$ cat src/rtl/rom_arbiter.sv
// rom_arbiter: round-robin burst arbiter streaming contiguous words from one shared synchronous-read ROM
module rom_arbiter #(
  parameter int REQUESTERS = 4,
  parameter int WIDTH = 16,
  parameter int DEPTH = 10,
  localparam int AW = $clog2(DEPTH),
  localparam int LW = $clog2(DEPTH + 1),
  localparam int PW = $clog2(REQUESTERS)
) (
  input  logic                           clock,
  input  logic                           reset,
  input  logic [REQUESTERS-1:0]          request,
  input  logic [REQUESTERS-1:0][AW-1:0]  base_address,
  input  logic [REQUESTERS-1:0][LW-1:0]  length,
  output logic [REQUESTERS-1:0]          grant,
  output logic [AW-1:0]                  rom_address,
  input  logic [WIDTH-1:0]               rom_data,
  output logic [REQUESTERS-1:0]          response_valid,
  output logic                           response_last,
  output logic [WIDTH-1:0]               response_data
);
  typedef enum logic {IDLE, BURST} state_t;
  state_t state;
  logic [PW-1:0] pointer, owner, winner;
  logic [AW-1:0] address;
  logic [LW-1:0] remaining, eff;
  logic idle, found, issue, last;
  function automatic logic [AW-1:0] inc(input logic [AW-1:0] a);
    return a == AW'(DEPTH - 1) ? '0 : a + AW'(1);
  endfunction
  // lowest requesting index at or above the pointer wins, else lowest overall
  always_comb begin
    winner = '0;
    for (int i = REQUESTERS - 1; i >= 0; i--) if (request[i]) winner = PW'(i);
    for (int i = REQUESTERS - 1; i >= 0; i--) if (request[i] && PW'(i) >= pointer) winner = PW'(i);
  end
  assign idle = state == IDLE;
  assign found = |request;
  assign eff = length[winner] == '0 ? LW'(1) : length[winner];
  assign issue = !idle || found;
  assign last = idle ? eff == LW'(1) : remaining == LW'(1);
  assign grant = (!reset && idle && found) ? REQUESTERS'(1) << winner : '0;
  assign rom_address = reset ? '0 : !idle ? address : found ? base_address[winner] : '0;
  assign response_data = rom_data;
  always_ff @(posedge clock or posedge reset)
    if (reset) begin
      state <= IDLE;
      pointer <= '0;
      owner <= '0;
      address <= '0;
      remaining <= '0;
      response_valid <= '0;
      response_last <= 1'b0;
    end else begin
      response_valid <= issue ? REQUESTERS'(1) << (idle ? winner : owner) : '0;
      response_last <= issue && last;
      if (idle && found) begin
        state <= eff == LW'(1) ? IDLE : BURST;
        pointer <= winner == PW'(REQUESTERS - 1) ? '0 : winner + PW'(1);
        owner <= winner;
        address <= inc(base_address[winner]);
        remaining <= eff - LW'(1);
      end else if (!idle) begin
        state <= last ? IDLE : BURST;
        address <= inc(address);
        remaining <= remaining - LW'(1);
      end
    end
endmodule
$ cat config.mk
export PLATFORM = sky130hd
export DESIGN_NAME = rom_arbiter
export DESIGN_NICKNAME = d
export VERILOG_FILES = /design/src/rtl/rom_arbiter.sv
export SDC_FILE = /design/constraint.sdc
export NUM_CORES = 1
export LEC_CHECK = 0
export ABC_AREA = 0
export BUFFER_PORTS_ARGS = -buffer_cell sky130_fd_sc_hd__buf_2
export CAP_MARGIN = 20
export CORE_MARGIN = 2
export CORE_UTILIZATION = 39
export DETAILED_ROUTE_END_ITERATION = 7
export PLACE_DENSITY = 0.78
export SLEW_MARGIN = 20
export SYNTH_ARGS = -nofsm -noshare
export SYNTH_HDL_FRONTEND = slang
export SYNTH_SLANG_ARGS = --single-unit
$ cat constraint.sdc
create_clock -name clock -period 2.6 [get_ports clock]
set_input_delay 0.26 -clock clock [delete_from_list [all_inputs] [get_ports clock]]
set_output_delay 0.26 -clock clock [all_outputs]
set_load 0.01 [all_outputs]
==> flow_summary_export.csv, run 1 <==
group,metric,value,unit
pwr,power.total,0.002170,W
grt,grt_use_total,0.1635,
cts,clock-sinks,18,
sta,slew_viol_final,0,
synthesis,synth_warnings,0,
sta,setup_violations,0,
place,globalplace.congestion,0.8339,
grt,grt_max_degree,18,
final_layout,area_delta_synth_final,23.58,%
floorplanning,start_util,0.3992,
run_status,outcome,"finished, final reports clean",
cts,h-tree-depth,1,
final_layout,drive_gt1_frac,0.3821,
sta,max_slew_margin,0.5872,
sta,fmax,0.4033,GHz
routing,wl,4.154,mm
critical_path,critical_path_class,"register to register",
grt,antenna_found_initial,0,
sta,min_period,2.480,ns
sta,hold_viol,0,
final_layout,final_cell_mix,"buf_2 (50), dfrtp_1 (17), buf_4 (15)",
sta,worstMarginPinSlew,0.6185,ns
synthesis,avgSynthCellArea,8.571,µm²
cts,cts_tree,"yes",
floorplanning,rows,24,
cts,cts.hold.buffers_added,0,
critical_path,critical_path.startpoint_type,"register",
place,io_buffers,50,
pwr,ir_drop,0.0004569,V
grt,grt_pass1_wl,6.686,mm
synthesis,seq_area_frac_synth,0.2628,
routing,first_pass_iters,4,
synthesis,syn_nets,262,
critical_path,endpoint_kind,"register",
synthesis,synth-async-reset-ratio,1.000,
critical_path,cp.arrival,2.60,ns
routing,drcViolationCount,0,
floorplanning,die_y,70.30,µm
pwr,power.leakage,1.002,nW
sta,finalCritPeriodShare,0.9537,
final_layout,final_common_cell,"buf_2",
synthesis,ys_ff_latch,18,
pwr,power_density,1024,nW/µm²
floorplanning,dieArea,4941,µm²
synthesis,ys.flop_type,"dfrtp_1",
routing,dr_total_vias,1649,
floorplanning,core-area,4294,µm²
routing,wl_per_cell,13.94,µm
synthesis,netlist_area,1714,µm²
critical_path,worst_ep_required_time,2.72,ns
job,drv_cap,0,
floorplanning,die-width,70.30,µm
synthesis,synthCells,200,
synthesis,synth_edf_count,0,
cts,numCtsBuffers,3,
cts,clock_latency,0.25,ns
sta,rsz0062_at_grt,"yes",
final_layout,antenna_cells,0,
cts,clk_pin_slew_worst_paths,0.07,ns
cts,clk_path_buf_depth,2,
hold_path,hold_path.class,"primary input to async pin",
routing,ant_nets,0,
grt,grt_pass1_vias,1478,
routing,drtIter0Drc,122,
final_layout,nNetsFinal,309,
synthesis,yosysUniqueCellTypes,52,
cts,cts_root_buf,"clkbuf_8",
place,dp_hpwl,3.191,mm
routing,via_per_inst,5.534,
grt,gr-total-overflow,0,
final_layout,utilization,0.4933,
floorplanning,io_pins,83,
critical_path,critPathMaxFanout,6,
sta,clock_skew,0.001602,ns
==> layout make-up <==
cell class | count | area (µm²)
clock buffer | 4 | 55.05
multi-input combinational | 148 | 1115
inverter | 9 | 37.54
sequential | 18 | 451.7
fill | 405 | 2176
timing repair buffer | 67 | 394.1
tap | 52 | 65.06
==> power breakdown <==
group	total [W]	internal [W]	switching, W
registers	0.000546	0.000416	0.000130
clock network	0.000228	0.000134	0.0000938
logic	0.00140	0.000672	0.000724
total	0.00217	0.00122	0.000948
==> path summary, 6_finish.rpt <==
| path | start | end | slack [ns] | depth (start not counted) |
|---|---|---|---|---|
| min reg2reg | owner[1]$_DFFE_PP0P_ | response_valid[0]$_DFF_PP0_ | 0.53 | 1 |
| max in group asynchronous | reset | pointer[1]$_DFFE_PP0P_ | 1.95 | 3 |
| min | reset | address[2]$_DFFE_PP0P_ | 0.11 | 2 |
| max | pointer[1]$_DFFE_PP0P_ | remaining[1]$_DFFE_PP0P_ | 0.12 | 11 |
| min in group clock | rom_data[10] | response_data[10] | 0.52 | 0 |
| max reg2reg | pointer[1]$_DFFE_PP0P_ | remaining[1]$_DFFE_PP0P_ | 0.12 | 11 |
==> kinds of logic (layout without fill, tap and decap cells) <==
group	count (synthesis)	count (layout)	share of synthesized area
XOR/XNOR	4	4	0.02044
AND/OR/NAND/NOR	70	70	0.2292
multiplexers	15	15	0.09343
adder cells (fa/ha/maj)	8	8	0.05840
AO/OA/AOI/OAI	51	51	0.2117
flip-flops	18	18	0.2628
buffers and inverters	34	80	0.1241
==> timing repair <==
item / 4_1_cts / 5_1_grt
endpoints found under the hold margin: 0 / 0
buffers inserted: 1 / 3
pin swaps: 1 / 5
endpoints found under the setup margin: 1 / 5
gates resized for setup: 2 / 11
==> stage by stage <==
step / worst slack [ns] / cells / cell area (µm²) / hold WS [ns] / TNS (ns)
detailed placement: 0.03019 / 290 / 1948 / 0.3892 / 0
floorplan: 0.1672 / 200 / 1714 / 0.2196 / 0
CTS: 0.02646 / 295 / 2032 / 0.1206 / 0
global route: -0.02037 / 298 / 2118 / 0.1524 / -0.02223
finish: 0.1203 / 298 / 2118 / 0.1142 / 0
global placement: 0.1258 / 290 / 1948 / 0.3835 / 0
==> synth_stat cells (4+ instances only) <==
cell | n | share of area
a211oi_1 | 4 | 0.018
clkbuf_1 | 6 | 0.013
nor3_1 | 5 | 0.015
inv_1 | 8 | 0.018
and3_1 | 6 | 0.022
o21ai_0 | 13 | 0.038
mux2_2 | 4 | 0.026
nand3_1 | 14 | 0.041
o31ai_1 | 4 | 0.018
buf_4 | 16 | 0.070
dfrtp_1 | 18 | 0.26
a21oi_1 | 8 | 0.023
nor2_1 | 11 | 0.024
ha_1 | 8 | 0.058
nand2_1 | 14 | 0.031
mux2i_1 | 10 | 0.058
==> worst max-delay path: stages (launching register included) <==
cell	delay, ns
dfrtp_2	0.44
and2_4	0.15
o211a_4	0.25
nor2_8	0.18
buf_12	0.14
mux2i_1	0.07
mux2_4	0.30
a32oi_4	0.24
inv_1	0.10
ha_4	0.22
a211oi_2	0.21
a21oi_1	0.06
==> routing by layer <==
metal / wire, µm / global-route usage / up-vias
met5: 0 / 0 / -
met4: 16 / 0.06624 / 0
met3: 191 / 0.02165 / 2
met2: 2112 / 0.2736 / 57
met1: 1834 / 0.2113 / 782
li1: - / - / 808
==> state kept, by name, summed over array words and instances (netlist names) <==
register        cells
remaining           4
owner               2
pointer             2
state               1
address             4
response_valid      4
response_last       1
Note: power is estimated with default switching activity, not from simulation.
==> run 2, diff against run 1 <==
==> constraint.sdc (replaced) <==
create_clock -name clock -period 2 [get_ports clock]
set_input_delay 0.2 -clock clock [delete_from_list [all_inputs] [get_ports clock]]
set_output_delay 0.2 -clock clock [all_outputs]
set_load 0.02 [all_outputs]
==> run 2 against run 1 <==
  * First-iteration DRC count rose by 16%
  * Global-route usage rose by 3.3 points
  * Die area did not move
  * Clock skew rose by 0.0060 ns
  * Maximum frequency rose by 2.2%
  * Register-to-register slack got worse by 0.55 ns
  * Design area rose by 21%
  * The run now ends with setup timing left
  * Critical endpoint is now remaining[2]$_DFFE_PP0P_
  * Sequential cell count did not move
  * Core utilization rose by 10 points
  * Worst hold slack improved by 0.29 ns
==> flow_summary_export.csv, run 2 (synthesis results as in run 1) <==
group,metric,value,unit
pwr,ir_drop,0.0007100,V
pwr,power_density,1400,nW/µm²
place,globalplace.congestion,0.8427,
final_layout,drive_gt1_frac,0.5338,
routing,drtIter0Drc,142,
final_layout,final_cell_mix,"buf_2 (43), buf_4 (41), dfrtp_1 (17)",
place,dpl-instance-area,2137,µm²
final_layout,multi_input_area,1215,µm²
grt,grt_use_total,0.1963,
grt,antenna_found_initial,0,
sta,fmax,0.4123,GHz
sta,finalCritPeriodShare,1.213,
final_layout,area_delta_synth_final,49.34,%
critical_path,critical_path.startpoint_type,"register",
critical_path,crit_slowest_cell,"dfrtp_2",
final_layout,seq_area,451.7,µm²
floorplanning,die_y,70.30,µm
pwr,power.leakage,1.205,nW
cts,clk_pin_slew_worst_paths,0.08,ns
routing,wl,4.949,mm
routing,wl_per_cell,14.86,µm
critical_path,critical_path_class,"register to register",
run_status,violations,"setup timing",
grt,grt_pass1_vias,1795,
critical_path,crit_chain,"and2_4 > o211a_4 > nor2_8 > buf_6 > mux2i_1 > mux2_4 > a32oi_2 > buf_4 > ha_4 > xor2_2 > a21oi_1",
place,dp_hpwl,3.329,mm
cts,cts_root_buf,"clkbuf_8",
floorplanning,rows,24,
critical_path,crit_buf_inv,2,
final_layout,utilization,0.5962,
final_layout,antenna_cells,0,
sta,slew_viol_final,0,
cts,cts_tree,"yes",
sta,rsz0062_at_grt,"yes",
floorplanning,io_pins,83,
place,io_buffers,50,
grt,grt_pass1_wl,7.838,mm
critical_path,cp.arrival,2.52,ns
sta,setup_violations,17,
final_layout,final_common_cell,"buf_2",
cts,clock_latency,0.26,ns
critical_path,critPathMaxFanout,6,
cts,h-tree-depth,1,
grt,grt_max_degree,24,
sta,worstMarginPinSlew,0.9252,ns
sta,min_period,2.425,ns
job,drv_cap,0,
routing,ant_nets,0,
floorplanning,dieArea,4941,µm²
final_layout,nFillCells,355,
routing,first_pass_iters,4,
cts,clk_path_buf_depth,2,
critical_path,endpoint_kind,"register",
sta,max_slew_margin,0.3809,
final_layout,reg.largest.list,"address x4, remaining x4, response_valid x4",
cts,numCtsBuffers,3,
floorplanning,start_util,0.3992,
hold_path,hold_path.class,"primary input to primary output",
sta,hold_viol,0,
grt,gr-total-overflow,0,
run_status,outcome,"finished, violations left",
routing,dr_total_vias,1807,
sta,clock_skew,0.007616,ns
routing,drcViolationCount,0,
final_layout,nNetsFinal,344,
routing,via_per_inst,5.426,
critical_path,worst_ep_required_time,2.10,ns
critical_path,crit_family,"compound AO/OA/AOI/OAI gates",
floorplanning,core-area,4294,µm²
sta,setup_slack,-0.4255,ns
critical_path,slowest_delay,0.45,ns
cts,clock-sinks,18,
final_layout,fin_area,2560,µm²
floorplanning,die-width,70.30,µm
run 2: cell types whose count changed in the layout (fill, tap and decap cells not counted), sizes merged:
| cell | change |
|---|---|
| buf | +34 |
| dlygate4sd3 | +1 |
run 2: repair_timing:
item / in CTS / in global routing
resized for setup: 39 / 22
endpoints found under the hold margin: 4 / 0
hold buffers: 1 / 0
pin swaps: 6 / 11
buffers inserted: 15 / 2
setup endpoints to repair: 17 / 18
run 2: layer usage:
| layer | part of all wire | global-route usage | vias to the layer above | routed length (µm) |
|---|---|---|---|---|
| li1 | - | - | 876 | - |
| met1 | 0.39 | 0.2321 | 841 | 1951 |
| met2 | 0.52 | 0.3480 | 78 | 2580 |
| met3 | 0.058 | 0.03030 | 12 | 286 |
| met4 | 0.026 | 0.08547 | 0 | 131 |
| met5 | 0 | 0 | - | 0 |
run 2: area by class of cell:
| cell class | count | area share |
|---|---|---|
| inverter | 9 | 0.01564 |
| sequential | 18 | 0.1764 |
| clock buffer | 4 | 0.02151 |
| timing repair buffer | 102 | 0.2864 |
| tap | 52 | 0.02542 |
| multi-input combinational | 148 | 0.4746 |
run 2: worst register-to-register path, cell delays in order (launching register included):
cell	delay (ns)
dfrtp_2	0.45
and2_4	0.16
o211a_4	0.25
nor2_8	0.14
buf_6	0.15
mux2i_1	0.07
mux2_4	0.28
a32oi_2	0.24
buf_4	0.17
ha_4	0.14
xor2_2	0.14
a21oi_1	0.09
run 2: worst paths after layout:
check	start	end	slack (ns)	cells past startpoint
worst min register to register	owner[1]$_DFFE_PP0P_	response_valid[0]$_DFF_PP0_	0.52	1
worst max-delay path	pointer[1]$_DFFE_PP0P_	remaining[2]$_DFFE_PP0P_	-0.43	11
min in group asynchronous	reset	address[1]$_DFFE_PP0P_	0.49	3
max in group asynchronous	reset	remaining[1]$_DFFE_PP0P_	1.07	4
worst max register to register	pointer[1]$_DFFE_PP0P_	remaining[2]$_DFFE_PP0P_	-0.43	11
worst min-delay path	rom_data[0]	response_data[0]	0.40	0
run 2: report_power, final:
part           switching [W]  internal (W)  leakage, nW
clock network       0.000128      0.000175       0.0288
logic                0.00123       0.00135        0.962
registers           0.000164      0.000541        0.215
total                0.00152       0.00206         1.21
run 2: per-stage QoR:
step                cells  total power (W)  hold WS (ns)  setup TNS (ns)  setup WS [ns]
finish                333         0.003585        0.4000          -4.981        -0.4255
floorplan             200         0.002037        0.1596         -0.8714        -0.3424
detailed placement    313         0.002639        0.2242          -2.744        -0.4019
global placement      313         0.002580        0.2136          -1.831        -0.3296
CTS                   332         0.003360        0.4001          -4.707        -0.4325
global route          333         0.003843        0.4000          -7.146        -0.5472
==> run 3, diff against run 2 <==
--- a/config.mk
+++ b/config.mk
@@ -9,9 +9,9 @@
 export BUFFER_PORTS_ARGS = -buffer_cell sky130_fd_sc_hd__buf_2
 export CAP_MARGIN = 20
 export CORE_MARGIN = 2
-export CORE_UTILIZATION = 39
+export CORE_UTILIZATION = 47
 export DETAILED_ROUTE_END_ITERATION = 7
-export PLACE_DENSITY = 0.78
+export PLACE_DENSITY = 0.87
 export SLEW_MARGIN = 20
 export SYNTH_ARGS = -nofsm -noshare
 export SYNTH_HDL_FRONTEND = slang
==> constraint.sdc (replaced) <==
create_clock -name clock -period 2.6 [get_ports clock]
set_input_delay 0.26 -clock clock [delete_from_list [all_inputs] [get_ports clock]]
set_output_delay 0.26 -clock clock [all_outputs]
set_load 0.02 [all_outputs]
==> run 3 against run 2 <==
  * The flow now finishes without violations
  * Design area down 15%
  * Critical path type is now register to primary output
  * Largest power group unchanged
  * Sequential power is 22% lower
  * Die area decreased by 16%
==> flow_summary_export.csv, run 3 (synthesis results as in run 1) <==
group,metric,value,unit
grt,antenna_found_initial,0,
floorplanning,die_y,64.39,µm
final_layout,final_cell_mix,"buf_2 (48), buf_4 (21), dfrtp_1 (18)",
sta,max_slew_margin,0.6323,
sta,hold_viol,0,
critical_path,crit_cells,9,
critical_path,critical_path.startpoint_type,"register",
final_layout,fin_cells,299,
floorplanning,rows,21,
critical_path,reg2reg_depth,13,
routing,dr_total_vias,1737,
hold_path,hold_path.class,"primary input to async pin",
sta,finalCritPeriodShare,0.9912,
routing,first_pass_iters,4,
grt,grt_use_total,0.2009,
sta,rsz0062_at_grt,"yes",
critical_path,crit_chain,"and2_4 > o211ai_1 > buf_4 > nand3_1 > and3_1 > nor2_4 > a22oi_1 > nor2_1 > buf_4",
critical_path,crit_buf_inv,2,
cts,h-tree-depth,1,
pwr,power.leakage,1.056,nW
pwr,ir_drop,0.0004558,V
sta,setup_violations,0,
routing,drtIter0Drc,106,
floorplanning,die-width,64.39,µm
run_status,outcome,"finished, final reports clean",
final_layout,antenna_cells,0,
critical_path,cp.arrival,2.32,ns
cts,cts.hold.buffers_added,0,
sta,min_period,2.577,ns
cts,clk_path_buf_depth,2,
routing,wl_per_cell,15.20,µm
routing,wl,4.546,mm
grt,grt_pass1_vias,1591,
place,dp.cells,282,
job,drv_cap,0,
critical_path,cp_common_cell,"buf_4",
place,globalplace.congestion,0.8292,
place,dp_hpwl,3.020,mm
final_layout,final_common_cell,"buf_2",
critical_path,worst_ep_required_time,2.34,ns
floorplanning,dieArea,4146,µm²
final_layout,area_delta_synth_final,27.45,%
final_layout,fin_area,2185,µm²
critical_path,crit_family,"simple AND/OR/NAND/NOR gates",
critical_path,endpoint_kind,"primary output",
cts,clk_pin_slew_worst_paths,0.12,ns
grt,gr-total-overflow,0,
cts,numCtsBuffers,3,
final_layout,drive_gt1_frac,0.4229,
floorplanning,io_pins,83,
routing,via_per_inst,5.809,
cts,clock_latency,0.30,ns
cts,clock-sinks,18,
place,io_buffers,50,
critical_path,critical_path_class,"register to primary output",
routing,drcViolationCount,0,
final_layout,nNetsFinal,316,
critical_path,crit_slowest_cell,"dfrtp_1",
cts,cts_root_buf,"clkbuf_4",
final_layout,reg.largest.list,"address x4, remaining x4, response_valid x4",
cts,cts_tree,"yes",
grt,grt_max_degree,17,
routing,ant_nets,0,
final_layout,nFillCells,275,
sta,fmax,0.3880,GHz
floorplanning,start_util,0.5018,
floorplanning,core-area,3416,µm²
grt,grt_pass1_wl,6.817,mm
sta,worstMarginPinSlew,0.5510,ns
sta,clock_skew,0.01914,ns
critical_path,slowest_delay,0.46,ns
critical_path,critPathMaxFanout,5,
pwr,power_density,1064,nW/µm²
sta,holdWs,0.01665,ns
sta,slew_viol_final,0,
place,dpl-instance-area,1926,µm²
==> run 3: worst reg2reg max path, delay by kind of cell, from the launching register on <==
family                     cells  cell delay (ns)
adders and majority gates      1             0.29
AOI/OAI and AO/OA              3             0.48
buffers and inverters          6             0.78
and+or+nand+nor                3             0.38
DFF                            1             0.46
==> run 3: routing by layer <==
layer  track usage  vias up  part of all wire
li1              -      819                 -
met1        0.2516      831              0.40
met2        0.3607       72              0.51
met3       0.01585       15             0.059
met4       0.06915        0             0.024
met5             0        -                 0
==> run 3: final timing paths <==
kind	startpoint	to	slack (ns)
max in group asynchronous	reset	response_last$_DFF_PP0_	2.03
hold / removal	reset	address[3]$_DFFE_PP0P_	0.02
setup / recovery	pointer[1]$_DFFE_PP0P_	rom_address[1]	0.02
hold reg to reg	owner[0]$_DFFE_PP0P_	response_valid[0]$_DFF_PP0_	0.53
min in group clock	base_address[9]	address[1]$_DFFE_PP0P_	0.51
setup reg to reg	pointer[1]$_DFFE_PP0P_	remaining[1]$_DFFE_PP0P_	0.10
==> run 3: area by class of cell <==
| type | count | area (µm²) | area share |
|---|---|---|---|
| Multi-Input combinational cell | 148 | 1146 | 0.5246 |
| Inverter | 9 | 37.54 | 0.01718 |
| Tap cell | 46 | 57.56 | 0.02635 |
| Sequential cell | 18 | 450.4 | 0.2062 |
| Timing Repair Buffer | 74 | 456.7 | 0.2090 |
| Clock buffer | 4 | 36.28 | 0.01661 |
==> run 3: power by group <==
part / total [W] / internal, W / switching, W
sequential: 0.000548 / 0.000413 / 0.000135
clock: 0.000177 / 0.0000852 / 0.0000922
combinational: 0.00160 / 0.000774 / 0.000826
total: 0.00233 / 0.00127 / 0.00105
==> run 3: through the flow <==
step | utilization | total power (W) | setup WS [ns] | TNS (ns)
2_1_floorplan | - | 0.001547 | 0.1672 | 0
3_3_place_gp | 0.5637 | 0.001761 | 0.1361 | 0
3_5_place_dp | 0.5637 | 0.001800 | 0.08441 | 0
4_1_cts | 0.5872 | 0.002045 | 0.01863 | 0
5_1_grt | 0.6396 | 0.002503 | -0.06563 | -0.2055
6_report | 0.6396 | 0.002325 | 0.02286 | 0
==> run 3: repair_timing <==
item / in CTS / in global routing
resized for setup: 2 / 27
buffers inserted: 3 / 10
setup endpoints to repair: 1 / 7
pin swaps: 1 / 12
